File: src/rtl/hue_cycler.sv
// hue_cycler: colour-wheel hue walker driving three PWM duty levels.
// Hue advances one step per STEP_CYCLES enabled clocks, either direction.
module hue_cycler #(
   parameter int PWM_MAX       = 1200,
   parameter int STEPS_PER_SEG = 200,
   parameter int STEP_CYCLES   = 10000,
   parameter int PWM_DELTA     = PWM_MAX / STEPS_PER_SEG,
   parameter int HUE_STEPS     = 6 * STEPS_PER_SEG,
   localparam int PW = $clog2(PWM_MAX + 1),
   localparam int HW = $clog2(HUE_STEPS)
) (
   input  logic          clk,
   input  logic          rst,
   input  logic          en,
   input  logic          dir,
   input  logic          load,
   input  logic [HW-1:0] hue_in,
   output logic [PW-1:0] r_pwm,
   output logic [PW-1:0] g_pwm,
   output logic [PW-1:0] b_pwm,
   output logic [2:0]    seg,
   output logic          wrap
);

   localparam int CW = (STEP_CYCLES > 1) ? $clog2(STEP_CYCLES) : 1;
   localparam int SW = $clog2(STEPS_PER_SEG);

   localparam logic [CW-1:0] PRE_MAX = CW'(STEP_CYCLES - 1);
   localparam logic [HW-1:0] H_MAX   = HW'(HUE_STEPS - 1);
   localparam logic [HW:0]   H_LIM   = (HW + 1)'(HUE_STEPS);
   localparam logic [SW-1:0] P_MAX   = SW'(STEPS_PER_SEG - 1);
   localparam logic [PW-1:0] MAX     = PW'(PWM_MAX);

   typedef enum logic [2:0] {S0, S1, S2, S3, S4, S5} seg_e;

   seg_e          state_q, state_n;
   logic [HW-1:0] h_q, h_n, ldh;
   logic [SW-1:0] pos_q, pos_n;
   logic [CW-1:0] pre_q, pre_n;
   logic [PW-1:0] f, r_n, g_n, b_n;
   logic          tick, wrap_n;

   assign tick = en && (pre_q == PRE_MAX);
   assign ldh  = ({1'b0, hue_in} >= H_LIM) ? '0 : hue_in;
   assign seg  = state_q;

   always_comb begin
      pre_n = pre_q;
      if (load || tick)
         pre_n = '0;
      else if (en)
         pre_n = pre_q + CW'(1);
   end

   // Hue, segment and in-segment position move together; load re-derives all three.
   always_comb begin
      h_n     = h_q;
      pos_n   = pos_q;
      state_n = state_q;
      wrap_n  = 1'b0;
      if (load) begin
         h_n     = ldh;
         pos_n   = SW'(32'(ldh) % STEPS_PER_SEG);
         state_n = seg_e'(3'(32'(ldh) / STEPS_PER_SEG));
      end else if (tick && !dir) begin
         if (h_q == H_MAX) begin
            h_n    = '0;
            wrap_n = 1'b1;
         end else begin
            h_n = h_q + HW'(1);
         end
         if (pos_q == P_MAX) begin
            pos_n = '0;
            unique case (state_q)
               S0:      state_n = S1;
               S1:      state_n = S2;
               S2:      state_n = S3;
               S3:      state_n = S4;
               S4:      state_n = S5;
               default: state_n = S0;
            endcase
         end else begin
            pos_n = pos_q + SW'(1);
         end
      end else if (tick) begin
         if (h_q == '0) begin
            h_n    = H_MAX;
            wrap_n = 1'b1;
         end else begin
            h_n = h_q - HW'(1);
         end
         if (pos_q == '0) begin
            pos_n = P_MAX;
            unique case (state_q)
               S1:      state_n = S0;
               S2:      state_n = S1;
               S3:      state_n = S2;
               S4:      state_n = S3;
               S5:      state_n = S4;
               default: state_n = S5;
            endcase
         end else begin
            pos_n = pos_q - SW'(1);
         end
      end
   end

   assign f = PW'(32'(pos_n) * PWM_DELTA);

   always_comb begin
      r_n = MAX;
      g_n = '0;
      b_n = '0;
      unique case (state_n)
         S1: begin
            r_n = MAX - f;
            g_n = MAX;
         end
         S2: begin
            r_n = '0;
            g_n = MAX;
            b_n = f;
         end
         S3: begin
            r_n = '0;
            g_n = MAX - f;
            b_n = MAX;
         end
         S4: begin
            r_n = f;
            b_n = MAX;
         end
         S5: begin
            b_n = MAX - f;
            r_n = MAX;
         end
         default: g_n = f;
      endcase
   end

   always_ff @(posedge clk or posedge rst) begin
      if (rst) begin
         state_q <= S0;
         h_q     <= '0;
         pos_q   <= '0;
         pre_q   <= '0;
         r_pwm   <= MAX;
         g_pwm   <= '0;
         b_pwm   <= '0;
         wrap    <= 1'b0;
      end else begin
         state_q <= state_n;
         h_q     <= h_n;
         pos_q   <= pos_n;
         pre_q   <= pre_n;
         r_pwm   <= r_n;
         g_pwm   <= g_n;
         b_pwm   <= b_n;
         wrap    <= wrap_n;
      end
   end

endmodule

File: config.mk
export PLATFORM = sky130hd
export DESIGN_NAME = hue_cycler
export DESIGN_NICKNAME = d
export VERILOG_FILES = /design/src/rtl/hue_cycler.sv
export SDC_FILE = /design/constraint.sdc
export NUM_CORES = 1
export LEC_CHECK = 0
export ABC_AREA = 0
export ABC_CLOCK_PERIOD_IN_PS = 4200
export CAP_MARGIN = 20
export CORE_MARGIN = 3
export CORE_UTILIZATION = 25
export DETAILED_ROUTE_END_ITERATION = 6
export GPL_TIMING_DRIVEN = 0
export PLACE_DENSITY = 0.55
export SKIP_LAST_GASP = 1
export SYNTH_ARGS = -nofsm -noshare
export SYNTH_HDL_FRONTEND = slang
export SYNTH_SLANG_ARGS = --single-unit
File: constraint.sdc
create_clock -name clk -period 4.2 [get_ports clk]
set_input_delay 0.84 -clock clk [delete_from_list [all_inputs] [get_ports clk]]
set_output_delay 0.84 -clock clk [all_outputs]
set_load 0.02 [all_outputs]
==> results.sh <==
export IMPL_holdWs_ns=0.539
export IMPL_crit_path_start_kind="input pin"
export IMPL_dpl_worst_slack_ns=-1.62
export IMPL_pwr_share_comb=0.468
export IMPL_viasPerCell=5.24
export IMPL_place_gp_congestion=0.878
export IMPL_min_period_ns=4.45
export IMPL_cts_root_buffer="clkbuf_16"
export IMPL_final_core_util=0.366
export IMPL_cts_tree="done"
export IMPL_netlist_area_um2=5340
export IMPL_num_rows=52
export IMPL_synth_top_area_cell="dfrtp_1"
export IMPL_synth_mux_area_frac=0.0180
export IMPL_yosysWarnings=0
export IMPL_clk_pin_slew_ns=0.06
export IMPL_sw_frac_of_total=0.357
export IMPL_buffer_ports_inserted=47
export IMPL_seq_power_share=0.234
export IMPL_p_int_mw=2.21
export IMPL_violations="setup timing"
export IMPL_synth_xor_area_share=0.0508
export IMPL_clockBufferDepth=2
export IMPL_ir_worst_vdd_uv=200
export IMPL_grt_max_degree=68
export IMPL_cts_buffers=9
export IMPL_final_max_slew_viol_count=0
export IMPL_synthSimpleGateAreaFrac=0.239
export IMPL_ys_seq_area_frac=0.315
export IMPL_drcViolationCount=0
export IMPL_antenna_diode_count=0
export IMPL_area_growth_pct=41.3
export IMPL_ys_flop_type="dfrtp_1"
export IMPL_p_sw_mw=1.22
export IMPL_tightest_slew_ns=0.916
export IMPL_cp_arrival_ns=4.71
export IMPL_fp_dieW_um=152
export IMPL_power_density_nw_per_um2=455
export IMPL_drtAntennaViolNets=0
export IMPL_postSynthAreaPerCell_um2=8.06
export IMPL_antenna_found_initial=0
export IMPL_min_path_type="reg -> reg"
export IMPL_p_clk_frac=0.299
export IMPL_grt_pass1_vias=5084
export IMPL_reg2reg_depth=21
export IMPL_synth_edf_count=0
export IMPL_finalHoldViolations=0
export IMPL_multi_input_area_um2=3770
export IMPL_layout_drive_gt1_share=0.276
export IMPL_r2r_start="pos_q[3]"
export IMPL_fin_skew_ns=0.00663
export IMPL_maxCapViolations=0
export IMPL_htree_levels=3
export IMPL_synthAdderAreaFrac=0.0412
export IMPL_rrSetupSlack_ns=-0.18
export IMPL_final_cell_mix="63 x nor2_1, 63 x dfrtp_1, 59 x nand2_1, 58 x buf_4, 41 x a21oi_1"
export IMPL_overflow=0
export IMPL_wire_per_inst_um=16.4
export IMPL_critPathMaxFanout=8
export IMPL_holdPathEnd="pre_q[13]"
export IMPL_hpwl_um=11800
export IMPL_grtUsageTotal=0.140
export IMPL_netlist_area_leader_share=0.295
export IMPL_synthCells=663
export IMPL_cp_required_ns=4.46
export IMPL_cellLeakagePower_nw=3.07
export IMPL_finalCritPeriodShare=1.06
export IMPL_hp_start="pre_q[13]"
export IMPL_wl_um=17200
export IMPL_drt_initial_drc_count=414
export IMPL_synth_compound_area_frac=0.262
export IMPL_regArea_um2=1680
export IMPL_fillCellCount=2088
export IMPL_min_path_cells=2
export IMPL_rsz0062_at_grt="true"
export IMPL_grt_pass1_wl_um=27000
export IMPL_nets=810
export IMPL_vias=5517
export IMPL_r2r_end="b_pwm[10]"
export IMPL_core_region_area_um2=20600
export IMPL_firstDrtPassIters=5
export IMPL_max_freq_ghz=0.225
export IMPL_relSlewSlack=0.384
export IMPL_clk_latency_ns=0.34
export IMPL_synthArstFlopShare=1.00
export IMPL_setup_viol=11
export IMPL_die_h_um=152
export IMPL_io_pins=53
export IMPL_ys_types=88
export IMPL_ys_ff_latch=67
export IMPL_final_setup_worst_slack_ns=-0.251
export IMPL_die_area_um2=23200
export IMPL_ys_top_cells_by_area="dfrtp_1 30%, nor2_1 4.8%, a21oi_1 4.8%"
export IMPL_start_util=0.259
export IMPL_synth_top_family_by_area="compound AO/OA/AOI/OAI gates"
export IMPL_critical_path_class="in -> reg"
export IMPL_cp_end_kind="flop"
export IMPL_cts_sinks=67
export IMPL_status="complete, but fails checks"
## how the worst max path moves through the flow
stage                          from   endpoint  slack [ns]  cells past startpoint
final                     hue_in[6]  r_pwm[10]       -0.25                     22
after global routing      hue_in[5]  b_pwm[10]       -0.46                     20
after CTS                 hue_in[7]  g_pwm[10]       -0.31                     20
after detailed placement         en  b_pwm[10]       -1.62                     21
after global placement           en  b_pwm[10]       -1.65                     21
after floorplan           hue_in[6]  b_pwm[10]       -0.32                     19
## sequential cells by signal, summed over array words and instances, names as in the netlist
signal  cells
pre_q      14
wrap        1
b_pwm      10
r_pwm      10
seg         3
pos_q       8
g_pwm      10
h_q        11
## repair_timing
item / in CTS / in global routing
setup endpoints to repair: 24 / 30
setup buffers: 34 / 21
hold buffers: 0 / 0
pin swaps: 25 / 36
resized for setup: 70 / 83
## cell type report
| class | count | area share |
|---|---|---|
| multi-input combinational | 521 | 0.500 |
| sequential | 67 | 0.223 |
| timing repair buffer | 102 | 0.121 |
| tap | 270 | 0.0448 |
| buffer | 44 | 0.0423 |
| clock buffer | 10 | 0.0317 |
| clock inverter | 6 | 0.0211 |
| inverter | 32 | 0.0166 |
## metal layers
| metal | part of all wire | routed length (um) | GRT usage | vias up |
|---|---|---|---|---|
| li1 | - | - | - | 2647 |
| met1 | 0.47 | 8180 | 0.202 | 2672 |
| met2 | 0.46 | 7940 | 0.220 | 179 |
| met3 | 0.051 | 885 | 0.0190 | 19 |
| met4 | 0.013 | 216 | 0.0398 | 0 |
| met5 | 0 | 0 | 0 | - |
## logic make-up (layout without fill, tap and decap cells)
family	after synthesis	in the layout
AND/OR/NAND/NOR	258	258
buffers and inverters	77	194
flip-flops	67	67
XOR/XNOR	31	31
AO/OA/AOI/OAI	203	203
adder cells (fa/ha/maj)	17	17
other	1	3
multiplexers	9	9
## Yosys cell counts (3+ instances only)
library cell / instances
buf_4: 6
o32ai_1: 5
o211ai_1: 7
nand2_1: 63
o221ai_1: 4
ha_1: 16
nand2b_1: 7
dfrtp_1: 63
o31a_1: 3
or3_1: 9
buf_1: 3
nor2b_1: 9
xor2_1: 19
nor3_1: 28
a32oi_1: 3
and4_1: 4
a21oi_1: 51
a311oi_1: 3
a211oi_1: 6
nand3_1: 26
a31oi_1: 16
mux2i_1: 7
and3_1: 9
o22ai_1: 10
o31ai_1: 6
a21o_1: 7
o21a_1: 4
buf_2: 10
a22oi_1: 4
nor2_2: 3
nand4_1: 10
clkbuf_1: 17
nor2_1: 69
xnor2_1: 12
dfstp_2: 4
inv_1: 29
a221o_1: 3
buf_6: 8
nor4_1: 3
o21ai_0: 40
## stage by stage
stage                     power [mW]  setup TNS (ns)  std cells  cell area (um2)
after floorplan                 1.64           -2.65        665             5470
after global placement          1.99          -31.82        982             6280
after detailed placement        2.00          -31.44        982             6280
after CTS                       3.17           -3.22       1031             7080
after global routing            3.61           -5.18       1052             7540
final                           3.43           -2.12       1052             7540
## critical path, cell delays in order
cell and delay, ns:
buf_8 0.11, buf_8 0.12, or3_4 0.41, nor2b_4 0.15, o31a_1 0.23, o22a_1 0.23, a21o_1 0.24, or2_4 0.27
a31oi_4 0.23, ha_4 0.25, nor2b_1 0.13, o21ai_1 0.12, nand2b_1 0.16, xnor2_4 0.18, buf_6 0.12, a311oi_4 0.25
buf_6 0.17, nor2b_4 0.05, o21ai_4 0.08, buf_4 0.14, mux2i_1 0.17, nor2_1 0.06
## power by group through the flow
stage	logic (mW)	registers, mW	clock network [mW]
floorplan	0.743	0.897	0
global placement	1.18	0.813	0
detailed placement	1.19	0.812	0
CTS	1.32	0.803	1.04
global route	1.72	0.814	1.08
finish	1.61	0.803	1.03
Note: power is estimated with default switching activity, not from simulation.
